--- src/rtl/rsa_serdes_pkg.sv ---
// Shared types and constants for the 256-bit <-> byte-serial RSA core bridge.
package rsa_serdes_pkg;

  typedef enum logic [2:0] {
    ST_IDLE,
    ST_LOAD,
    ST_UNLOAD,
    ST_DRAIN,
    ST_HOLD
  } state_t;

  localparam int WORD_BYTES = 32;

  localparam logic [1:0] SEL_NONE = 2'b00;
  localparam logic [1:0] SEL_MSG  = 2'b01;
  localparam logic [1:0] SEL_EXP  = 2'b10;
  localparam logic [1:0] SEL_MOD  = 2'b11;

  localparam logic [4:0] LAST_ADDR = 5'(WORD_BYTES - 1);

endpackage

--- src/rtl/rsa_step_gen.sv ---
// Step strobe every STEP_CYCLES clocks plus a saturating 5-bit byte address.
module rsa_step_gen
  import rsa_serdes_pkg::*;
#(
  parameter int STEP_CYCLES = 2
) (
  input  logic       clk,
  input  logic       reset,
  input  logic       i_en,
  input  logic       i_clr,
  output logic       o_step,
  output logic       o_first,
  output logic       o_last,
  output logic [4:0] o_addr,
  output logic [4:0] o_addr_next
);

  localparam logic [2:0] STEP_LAST = 3'(STEP_CYCLES - 1);

  logic [2:0] r_cnt;
  logic [4:0] r_addr;
  logic [2:0] w_cnt_next;
  logic [4:0] w_addr_next;

  always_comb begin
    o_step  = i_en && (r_cnt == STEP_LAST);
    o_first = (r_cnt == 3'd0);
    o_last  = (r_addr == LAST_ADDR);
    o_addr  = r_addr;
    w_cnt_next  = r_cnt;
    w_addr_next = r_addr;
    if (i_clr) begin
      w_cnt_next  = 3'd0;
      w_addr_next = 5'd0;
    end else if (i_en) begin
      if (o_step) begin
        w_cnt_next = 3'd0;
        // Saturate so the bridge can keep showing the final address while draining.
        if (!o_last) w_addr_next = r_addr + 5'd1;
      end else begin
        w_cnt_next = r_cnt + 3'd1;
      end
    end
    o_addr_next = w_addr_next;
  end

  always_ff @(posedge clk or posedge reset) begin
    if (reset) begin
      r_cnt  <= 3'd0;
      r_addr <= 5'd0;
    end else begin
      r_cnt  <= w_cnt_next;
      r_addr <= w_addr_next;
    end
  end

endmodule

--- src/rtl/rsa_word_serdes.sv ---
// 256-bit word <-> byte-serial RSA core bridge (load and unload directions).
// Define RSA_SERDES_BSWAP_EN to map core byte k to word bits [255-8k:248-8k].
module rsa_word_serdes
  import rsa_serdes_pkg::*;
#(
  parameter int STEP_CYCLES = 2,
  parameter int RD_LAT      = 1
) (
  input  logic         clk,
  input  logic         reset,
  input  logic         in_valid,
  output logic         in_ready,
  input  logic [255:0] in_data,
  input  logic [1:0]   in_sel,
  input  logic         unload_req,
  output logic         out_valid,
  input  logic         out_ready,
  output logic [255:0] out_data,
  output logic         core_we,
  output logic         core_oe,
  output logic [1:0]   core_reg_sel,
  output logic [4:0]   core_addr,
  output logic [7:0]   core_data_i,
  input  logic [7:0]   core_data_o,
  output logic         busy
);

`ifdef RSA_SERDES_BSWAP_EN
  localparam bit BSWAP = 1'b1;
`else
  localparam bit BSWAP = 1'b0;
`endif

  state_t r_state, w_state_next;

  logic [255:0] r_word;
  logic [1:0]   r_sel;
  logic         r_core_we, r_core_oe, r_out_valid, r_got31;
  logic [1:0]   r_core_reg_sel;
  logic [7:0]   r_core_data_i;
  logic [255:0] r_pack;
  logic [RD_LAT-1:0]      r_vpipe;
  logic [RD_LAT-1:0][4:0] r_ipipe;

  logic         w_step, w_first, w_last, w_sg_en, w_sg_clr;
  logic [4:0]   w_addr, w_addr_next;
  logic         w_cap_valid, w_cap31, w_first_fire, w_pack_clr;
  logic [4:0]   w_cap_idx, w_cap_slot, w_byte_slot;
  logic         w_we_next, w_oe_next, w_out_valid_next;
  logic [1:0]   w_reg_sel_next;
  logic [7:0]   w_data_i_next;
  logic [255:0] w_src_word;

  rsa_step_gen #(
    .STEP_CYCLES(STEP_CYCLES)
  ) u_step (
    .clk        (clk),
    .reset      (reset),
    .i_en       (w_sg_en),
    .i_clr      (w_sg_clr),
    .o_step     (w_step),
    .o_first    (w_first),
    .o_last     (w_last),
    .o_addr     (w_addr),
    .o_addr_next(w_addr_next)
  );

  assign w_cap_valid = r_vpipe[RD_LAT-1];
  assign w_cap_idx   = r_ipipe[RD_LAT-1];
  assign w_cap31     = w_cap_valid && (w_cap_idx == LAST_ADDR);
  assign w_cap_slot  = BSWAP ? (LAST_ADDR - w_cap_idx) : w_cap_idx;

  always_ff @(posedge clk or posedge reset) begin
    if (reset) r_state <= ST_IDLE;
    else       r_state <= w_state_next;
  end

  always_comb begin
    w_state_next = r_state;
    case (r_state)
      ST_IDLE: begin
        if (in_valid)        w_state_next = ST_LOAD;
        else if (unload_req) w_state_next = ST_UNLOAD;
      end
      ST_LOAD:   if (w_step && w_last) w_state_next = ST_IDLE;
      ST_UNLOAD: if (w_step && w_last) w_state_next = (r_got31 || w_cap31) ? ST_HOLD : ST_DRAIN;
      ST_DRAIN:  if (w_cap31) w_state_next = ST_HOLD;
      ST_HOLD:   if (out_ready) w_state_next = ST_IDLE;
      default:   w_state_next = ST_IDLE;
    endcase
  end

  // Registered outputs are computed from the next state so they align with it.
  always_comb begin
    w_sg_en          = (r_state == ST_LOAD) || (r_state == ST_UNLOAD);
    w_sg_clr         = (w_state_next == ST_IDLE) || (w_state_next == ST_HOLD);
    w_first_fire     = (r_state == ST_UNLOAD) && w_first;
    w_pack_clr       = (r_state == ST_IDLE) && (w_state_next == ST_UNLOAD);
    w_we_next        = (w_state_next == ST_LOAD);
    w_oe_next        = (w_state_next == ST_UNLOAD) || (w_state_next == ST_DRAIN);
    w_out_valid_next = (w_state_next == ST_HOLD);
    w_src_word       = (r_state == ST_IDLE) ? in_data : r_word;
    w_byte_slot      = BSWAP ? (LAST_ADDR - w_addr_next) : w_addr_next;
    w_reg_sel_next   = SEL_NONE;
    w_data_i_next    = 8'd0;
    if (w_we_next) begin
      w_reg_sel_next = (r_state == ST_IDLE) ? in_sel : r_sel;
      w_data_i_next  = w_src_word[8*w_byte_slot +: 8];
    end
  end

  always_ff @(posedge clk or posedge reset) begin
    if (reset) begin
      r_word         <= '0;
      r_sel          <= SEL_NONE;
      r_core_we      <= 1'b0;
      r_core_oe      <= 1'b0;
      r_core_reg_sel <= SEL_NONE;
      r_core_data_i  <= 8'd0;
      r_out_valid    <= 1'b0;
      r_pack         <= '0;
      r_got31        <= 1'b0;
      r_vpipe        <= '0;
      r_ipipe        <= '0;
    end else begin
      if ((r_state == ST_IDLE) && in_valid) begin
        r_word <= in_data;
        r_sel  <= in_sel;
      end
      r_core_we      <= w_we_next;
      r_core_oe      <= w_oe_next;
      r_core_reg_sel <= w_reg_sel_next;
      r_core_data_i  <= w_data_i_next;
      r_out_valid    <= w_out_valid_next;
      // Delay line tags each address's first cycle so capture lands RD_LAT later.
      r_vpipe[0] <= w_first_fire;
      r_ipipe[0] <= w_addr;
      for (int i = 1; i < RD_LAT; i++) begin
        r_vpipe[i] <= r_vpipe[i-1];
        r_ipipe[i] <= r_ipipe[i-1];
      end
      if (w_pack_clr) begin
        r_pack  <= '0;
        r_got31 <= 1'b0;
      end else if (w_cap_valid) begin
        r_pack[8*w_cap_slot +: 8] <= core_data_o;
        if (w_cap31) r_got31 <= 1'b1;
      end
    end
  end

  assign in_ready     = (r_state == ST_IDLE);
  assign busy         = (r_state != ST_IDLE);
  assign out_valid    = r_out_valid;
  assign out_data     = r_pack;
  assign core_we      = r_core_we;
  assign core_oe      = r_core_oe;
  assign core_reg_sel = r_core_reg_sel;
  assign core_addr    = w_addr;
  assign core_data_i  = r_core_data_i;

endmodule

--- config.mk ---
export PLATFORM = sky130hd
export DESIGN_NAME = rsa_word_serdes
export DESIGN_NICKNAME = d
export VERILOG_FILES = /design/src/rtl/rsa_serdes_pkg.sv /design/src/rtl/rsa_step_gen.sv /design/src/rtl/rsa_word_serdes.sv
export SDC_FILE = /design/constraint.sdc
export NUM_CORES = 2
export LEC_CHECK = 0
export BUFFER_PORTS_ARGS = -buffer_cell sky130_fd_sc_hd__buf_4
export CORE_MARGIN = 4
export CORE_UTILIZATION = 47
export DETAILED_ROUTE_END_ITERATION = 16
export MAX_ROUTING_LAYER = met4
export PLACE_DENSITY = 0.71
export SYNTH_ARGS = -nofsm -noshare
export SYNTH_HDL_FRONTEND = slang
export SYNTH_SLANG_ARGS = --single-unit
--- constraint.sdc ---
create_clock -name clk -period 21.3 [get_ports clk]
set_input_delay 2.13 -clock clk [delete_from_list [all_inputs] [get_ports clk]]
set_output_delay 2.13 -clock clk [all_outputs]
set_load 0.02 [all_outputs]
Word-level counts from Yosys, hierarchy flattened
Index checks and enable logic that the tools add are counted.
{ "totals": {"output_inout_bits": 276, "reg_bits": 545, "input_bits": 271, "elab_cells": 74} }
{ "op_classes": {"n_shift": 3, "muxes": 25, "n_addsub": 3, "n_eq_ne": 11, "n_reduce_logical": 18} }
{ "op_table": {"columns": ["op", "count"], "rows": [
  ["256-bit two-way mux", 3],
  ["256-bit bitwise mux", 1],
  ["8-bit by 34-bit variable shift with 256-bit output, first input constant", 1],
  ["256-bit by 9-bit variable part select with 8-bit output", 1],
  ["8-bit by 34-bit variable part select with 256-bit output", 1],
  ["8-bit negation with 34-bit output", 1],
  ["3-bit two-way mux", 10],
  ["5-bit two-way mux", 4],
  ["3-bit case mux with 5 select lines", 1],
  ["3-bit by 2-bit equality test with 1-bit output, second input constant", 4],
  ["5-bit equality test, second input constant", 2],
  ["3-bit by 1-bit equality test with 1-bit output, second input constant", 3],
  ["3-bit zero test", 3],
  ["8-bit two-way mux", 1],
  ["3-bit equality test, second input constant", 2],
  ["1-bit logical AND", 6],
  ["2-bit nonzero test", 3],
  ["5-bit by 1-bit adder with 5-bit output, second input constant", 1],
  ["1-bit logical OR", 4],
  ["2-bit two-way mux", 2],
  ["3-bit by 1-bit adder with 3-bit output, second input constant", 1],
  ["1-bit two-way mux", 3],
  ["3-bit nonzero test", 1],
  ["2-bit AND reduction", 1]
]} }

Logic depth before layout (Yosys ltp)
{ "depth": {"ltp_word": 11, "depth_mapped": 16, "mapped_depth_nobuf": 13} }

Cells and area by module
A second synthesis with hierarchy kept.
{ "hier_totals": {"cells_unflattened": 2118, "area_unflattened_um2": 25122.8} }
{ "modules_own_cells": {"columns": ["module", "n_inst", "area_each_um2", "cells_each"], "rows": [
  ["rsa_word_serdes", 1, 24671.2, 2071],
  ["rsa_step_gen", 1, 451.7, 47]
]} }

Worst setup path before layout
No wires, ideal clock.
{ "synth_timing": {"path_type": "input to register", "startpoint": "in in_valid", "endpoint": "reg r_core_data_i[0], in the netlist core_data_i[0]", "t_required_ns": 21.210, "n_path_buf": 2, "arrival_time_ns": 3.875, "cell_stages": 11, "slack_ns": 17.335, "path_cell_list": "nand3b_1 clkbuf_1 o221a_2 inv_2 o21ai_2 inv_2 or3_1 clkbuf_1 o22ai_1 o22ai_1 o2111ai_1"} }
{ "synth_between": {"elab_chain_cells": 7} }
{ "synth_lines": {"columns": ["element", "line", "source"], "rows": [
  ["start: declaration", "rsa_word_serdes.sv:11", "input logic in_valid,"],
  ["3-bit two-way mux *", "rsa_word_serdes.sv:82", "if (in_valid) w_state_next = ST_LOAD;"],
  ["3-bit case mux with 5 select lines *", "rsa_word_serdes.sv:80", "case (r_state)"],
  ["via w_state_next[1]", "rsa_word_serdes.sv:34", "state_t r_state, w_state_next;"],
  ["3-bit equality test / 3-bit zero test (equally long branches)", "rsa_word_serdes.sv:96", "w_sg_clr = (w_state_next == ST_IDLE) || (w_state_next == ST_HOLD);"],
  ["1-bit logical OR", "rsa_word_serdes.sv:96", null],
  ["5-bit two-way mux", "rsa_step_gen.sv:32", "if (i_clr) begin"],
  ["256-bit by 9-bit variable part select with 8-bit output", "rsa_word_serdes.sv:108", "w_data_i_next = w_src_word[8*w_byte_slot +: 8];"],
  ["8-bit two-way mux *", "rsa_word_serdes.sv:106", "if (w_we_next) begin"],
  ["via w_data_i_next[0]", "rsa_word_serdes.sv:51", "logic [7:0] w_data_i_next;"],
  ["end signal: assignment", "rsa_word_serdes.sv:133", "r_core_data_i <= w_data_i_next;"],
  ["end: declaration", "rsa_word_serdes.sv:40", "logic [7:0] r_core_data_i;"]
]} }
Mark *: on every way through the listed nets, which the timed path passes. The rest lies on a longest branch.
A chain may end at the register's enable or synchronous reset.

Worst setup path after layout
{ "layout_timing": {"startpoint": "in in_valid", "endpoint": "reg r_core_data_i[4], in the netlist core_data_i[4]"} }
Same word-level chain as after synthesis.

==> out/summary.txt <==
antenna violations before repair: 9
final period utilization: 23.6%
CTS sink count: 545
final WL: 86800 um
Slew @ Worst Pin: 1360 ps
Cell Pwr Density: 133 mW/mm^2
Synth Flop Type: dfrtp_1
FF-to-FF End: core_data_i[4]$_DFF_PP0_
Leak: 15.5 nW
Die Y: 240 um
asr flop ratio synth: 100%
total power: 4.20 mW
Hold Path End: r_word[29]$_DFFE_PP0P_
Tot GR Track Use: 30.1%
final setup vio count: 0
Final Util: 59.9%
reg-to-reg startpoint: r_state[2]$_DFF_PP0_
Max clock buf depth: 3
CP peak stage delay: 810 ps
Clk Latency, worst-skew pair: 610 ps
DR WL/cell: 22.5 um
initial core utilization: 47.8%
critical path's slowest cell: buf_4
max-cap viol count: 0
Worst EP arrival: 5550 ps
hold_ws: 471 ps
critical path type: primary input to flop
share of cells above drive strength 1: 23.6%
CP required: 21810 ps
GPL Wtd Cong: 0.941
Syn Nets: 2959
post-route ant nets: 0
# placed instances: 3753
Ports: 547
clk root buf: clkbuf_16
Post-Syn Area per Cell: 9.42 um^2
hold path startpoint: r_word[29]$_DFFE_PP0P_
path category of the worst min-delay check: flop to flop
worst-case reg-to-reg path depth: 14
reg-to-reg setup timing slack: 16290 ps
TNS Setup: 0 ps
crit path launch type: primary input
synthesized instance count: 2681
Fin. Hold Viols: 0
critical path peak fanout: 108
Resize count post-CTS: 0
Max Freq: 0.199 GHz
Port-buffer cells: 546
largest net degree at the start of global routing: 259
Clock Skews: 11.1 ps
most common cell after layout, fill and taps aside: nand2_1
global-route wire length before repair: 130000 um
outcome: finished clean
Nets: 3403
final cell count without fillers: 3863
RSZ-0062 raised after global routing: false
Hold-fix buffers, CTS: 0
DR vias/cell: 5.68
EDFF count, synth: 0
Tmin final: 5040 ps
GR Overflow Total: 0
Synth Cell Area: 0.0252 mm^2
post-CTS setup buffer count: 0
Max Slew Vio Count: 0
crit path cell chain: buf_4 > nand3b_1 > buf_4 > o221a_2 > inv_2 > o21ai_2 > inv_2 > buf_4 > or3_1 > o22ai_1 > o22ai_1 > o2111ai_1
vias in the first global route: 21.5k
H-tree levels: 2
Worst setup EP type: flop
most frequent cells in the layout: 965 x nand2_1, 569 x buf_4, 545 x dfrtp_1, 244 x nand3_1, 225 x o21ai_0
number of synthesized register bits: 545
Seq/Total Area, Yosys: 54.0%
Die W: 240 um
fillers: 4482
Core Region: 0.0529 mm^2
synth-to-layout area growth: 25.3%
Peak supply drop: 0.178 mV
crit-path most repeated cell: buf_4
Yosys cell types: 49
total number of vias: 21.9k
row count: 84
clk slew on worst S/H paths: 60 ps
synth warn: 0
relative slew slack: 9.32%
CTS tree: done
post-DP HPWL: 62700 um
Remaining DRCs: 0
DRT Pass-1 Iters: 5
Cells on Worst Hold Path: 2
Die ar.: 0.0575 mm^2
DRT iter0 DRCs: 1787
CTS buffer count: 58
-- layout make-up --
cell class                      count  area [um^2]  share of cell area, %
Tap cell                          688          861                   2.72
Clock inverter                     17          248                  0.783
Antenna cell                        9         22.5                 0.0712
Multi-Input combinational cell   1934        10800                   34.0
Clock buffer                       84         1730                   5.48
Inverter                           15         66.3                  0.210
Timing Repair Buffer              571         4310                   13.6
Sequential cell                   545        13600                   43.1
-- worst max-delay path by stage --
stage                               from                        to  slack [ps]  cells past startpoint
finish                          in_valid  core_data_i[4]$_DFF_PP0_       16260                     12
global route        r_state[2]$_DFF_PP0_  core_data_i[4]$_DFF_PP0_       15950                     14
CTS                 r_state[2]$_DFF_PP0_  core_data_i[4]$_DFF_PP0_       16200                     14
detailed placement              in_valid  core_data_i[4]$_DFF_PP0_       15630                     12
global placement                in_valid  core_data_i[0]$_DFF_PP0_       15700                     12
floorplan                          reset  core_data_i[0]$_DFF_PP0_        3930                      1
-- metal layers --
metal | up-vias | global-route usage, % | share of wire [%]
met5 | - | - | 0
met1 | 10835 | 36.7 | 38
met3 | 161 | 8.47 | 8.9
met2 | 890 | 49.2 | 49
li1 | 10058 | - | -
met4 | 0 | 8.95 | 3.3
-- registers in the layout (all words and copies together), names as in the netlist, 3 cells and up --
signal,count
out_data,256
u_step.o_addr,5
r_word,256
u_step.r_cnt,3
r_state,3
r_ipipe,5
core_data_i,8
-- synth_stat cells, types with 7 or more instances --
| cell | n | area share [%] |
|---|---|---|
| a211oi_1 | 8 | 0.24 |
| a21oi_1 | 51 | 1.0 |
| and2_1 | 7 | 0.17 |
| buf_1 | 27 | 0.40 |
| buf_2 | 36 | 0.71 |
| buf_6 | 9 | 0.40 |
| clkbuf_1 | 110 | 1.6 |
| dfrtp_1 | 545 | 54 |
| ha_1 | 7 | 0.35 |
| inv_1 | 12 | 0.18 |
| mux2i_1 | 152 | 6.0 |
| mux4_2 | 64 | 5.7 |
| nand2_1 | 966 | 14 |
| nand3_1 | 244 | 4.8 |
| nor2_1 | 57 | 0.85 |
| o2111ai_1 | 8 | 0.28 |
| o21ai_0 | 225 | 4.5 |
| o221ai_1 | 24 | 0.83 |
| o22ai_1 | 66 | 1.6 |
| or3_1 | 9 | 0.22 |
-- cell families after synthesis --
family / Yosys count / share of synthesized area, %
muxes: 217 / 11.8
DFF: 545 / 54.0
xor gates and xnor gates: 4 / 0.169
buffers and inverters: 202 / 3.52
AOI/OAI and AO/OA: 391 / 8.79
adders and majority gates: 7 / 0.347
and+or+nand+nor: 1315 / 21.4
-- metrics by stage --
stage | setup slack (ps) | area (um^2)
floorplan | 3930 | 25200
global placement | 15700 | 29600
detailed placement | 15630 | 29600
CTS | 16200 | 31600
global route | 15950 | 31600
finish | 16260 | 31600
-- where the power goes --
part	switching, mW	internal [mW]
logic	0.977	0.652
registers	0.176	1.34
clock network	0.424	0.633
total	1.58	2.62
-- worst max-delay path: cells and delay by family --
family                 cells  cell delay, ps
AOI/OAI and AO/OA          5            1320
and+or+nand+nor            2             670
buffers and inverters      5            1400
Power figures use the tool's default switching activity.
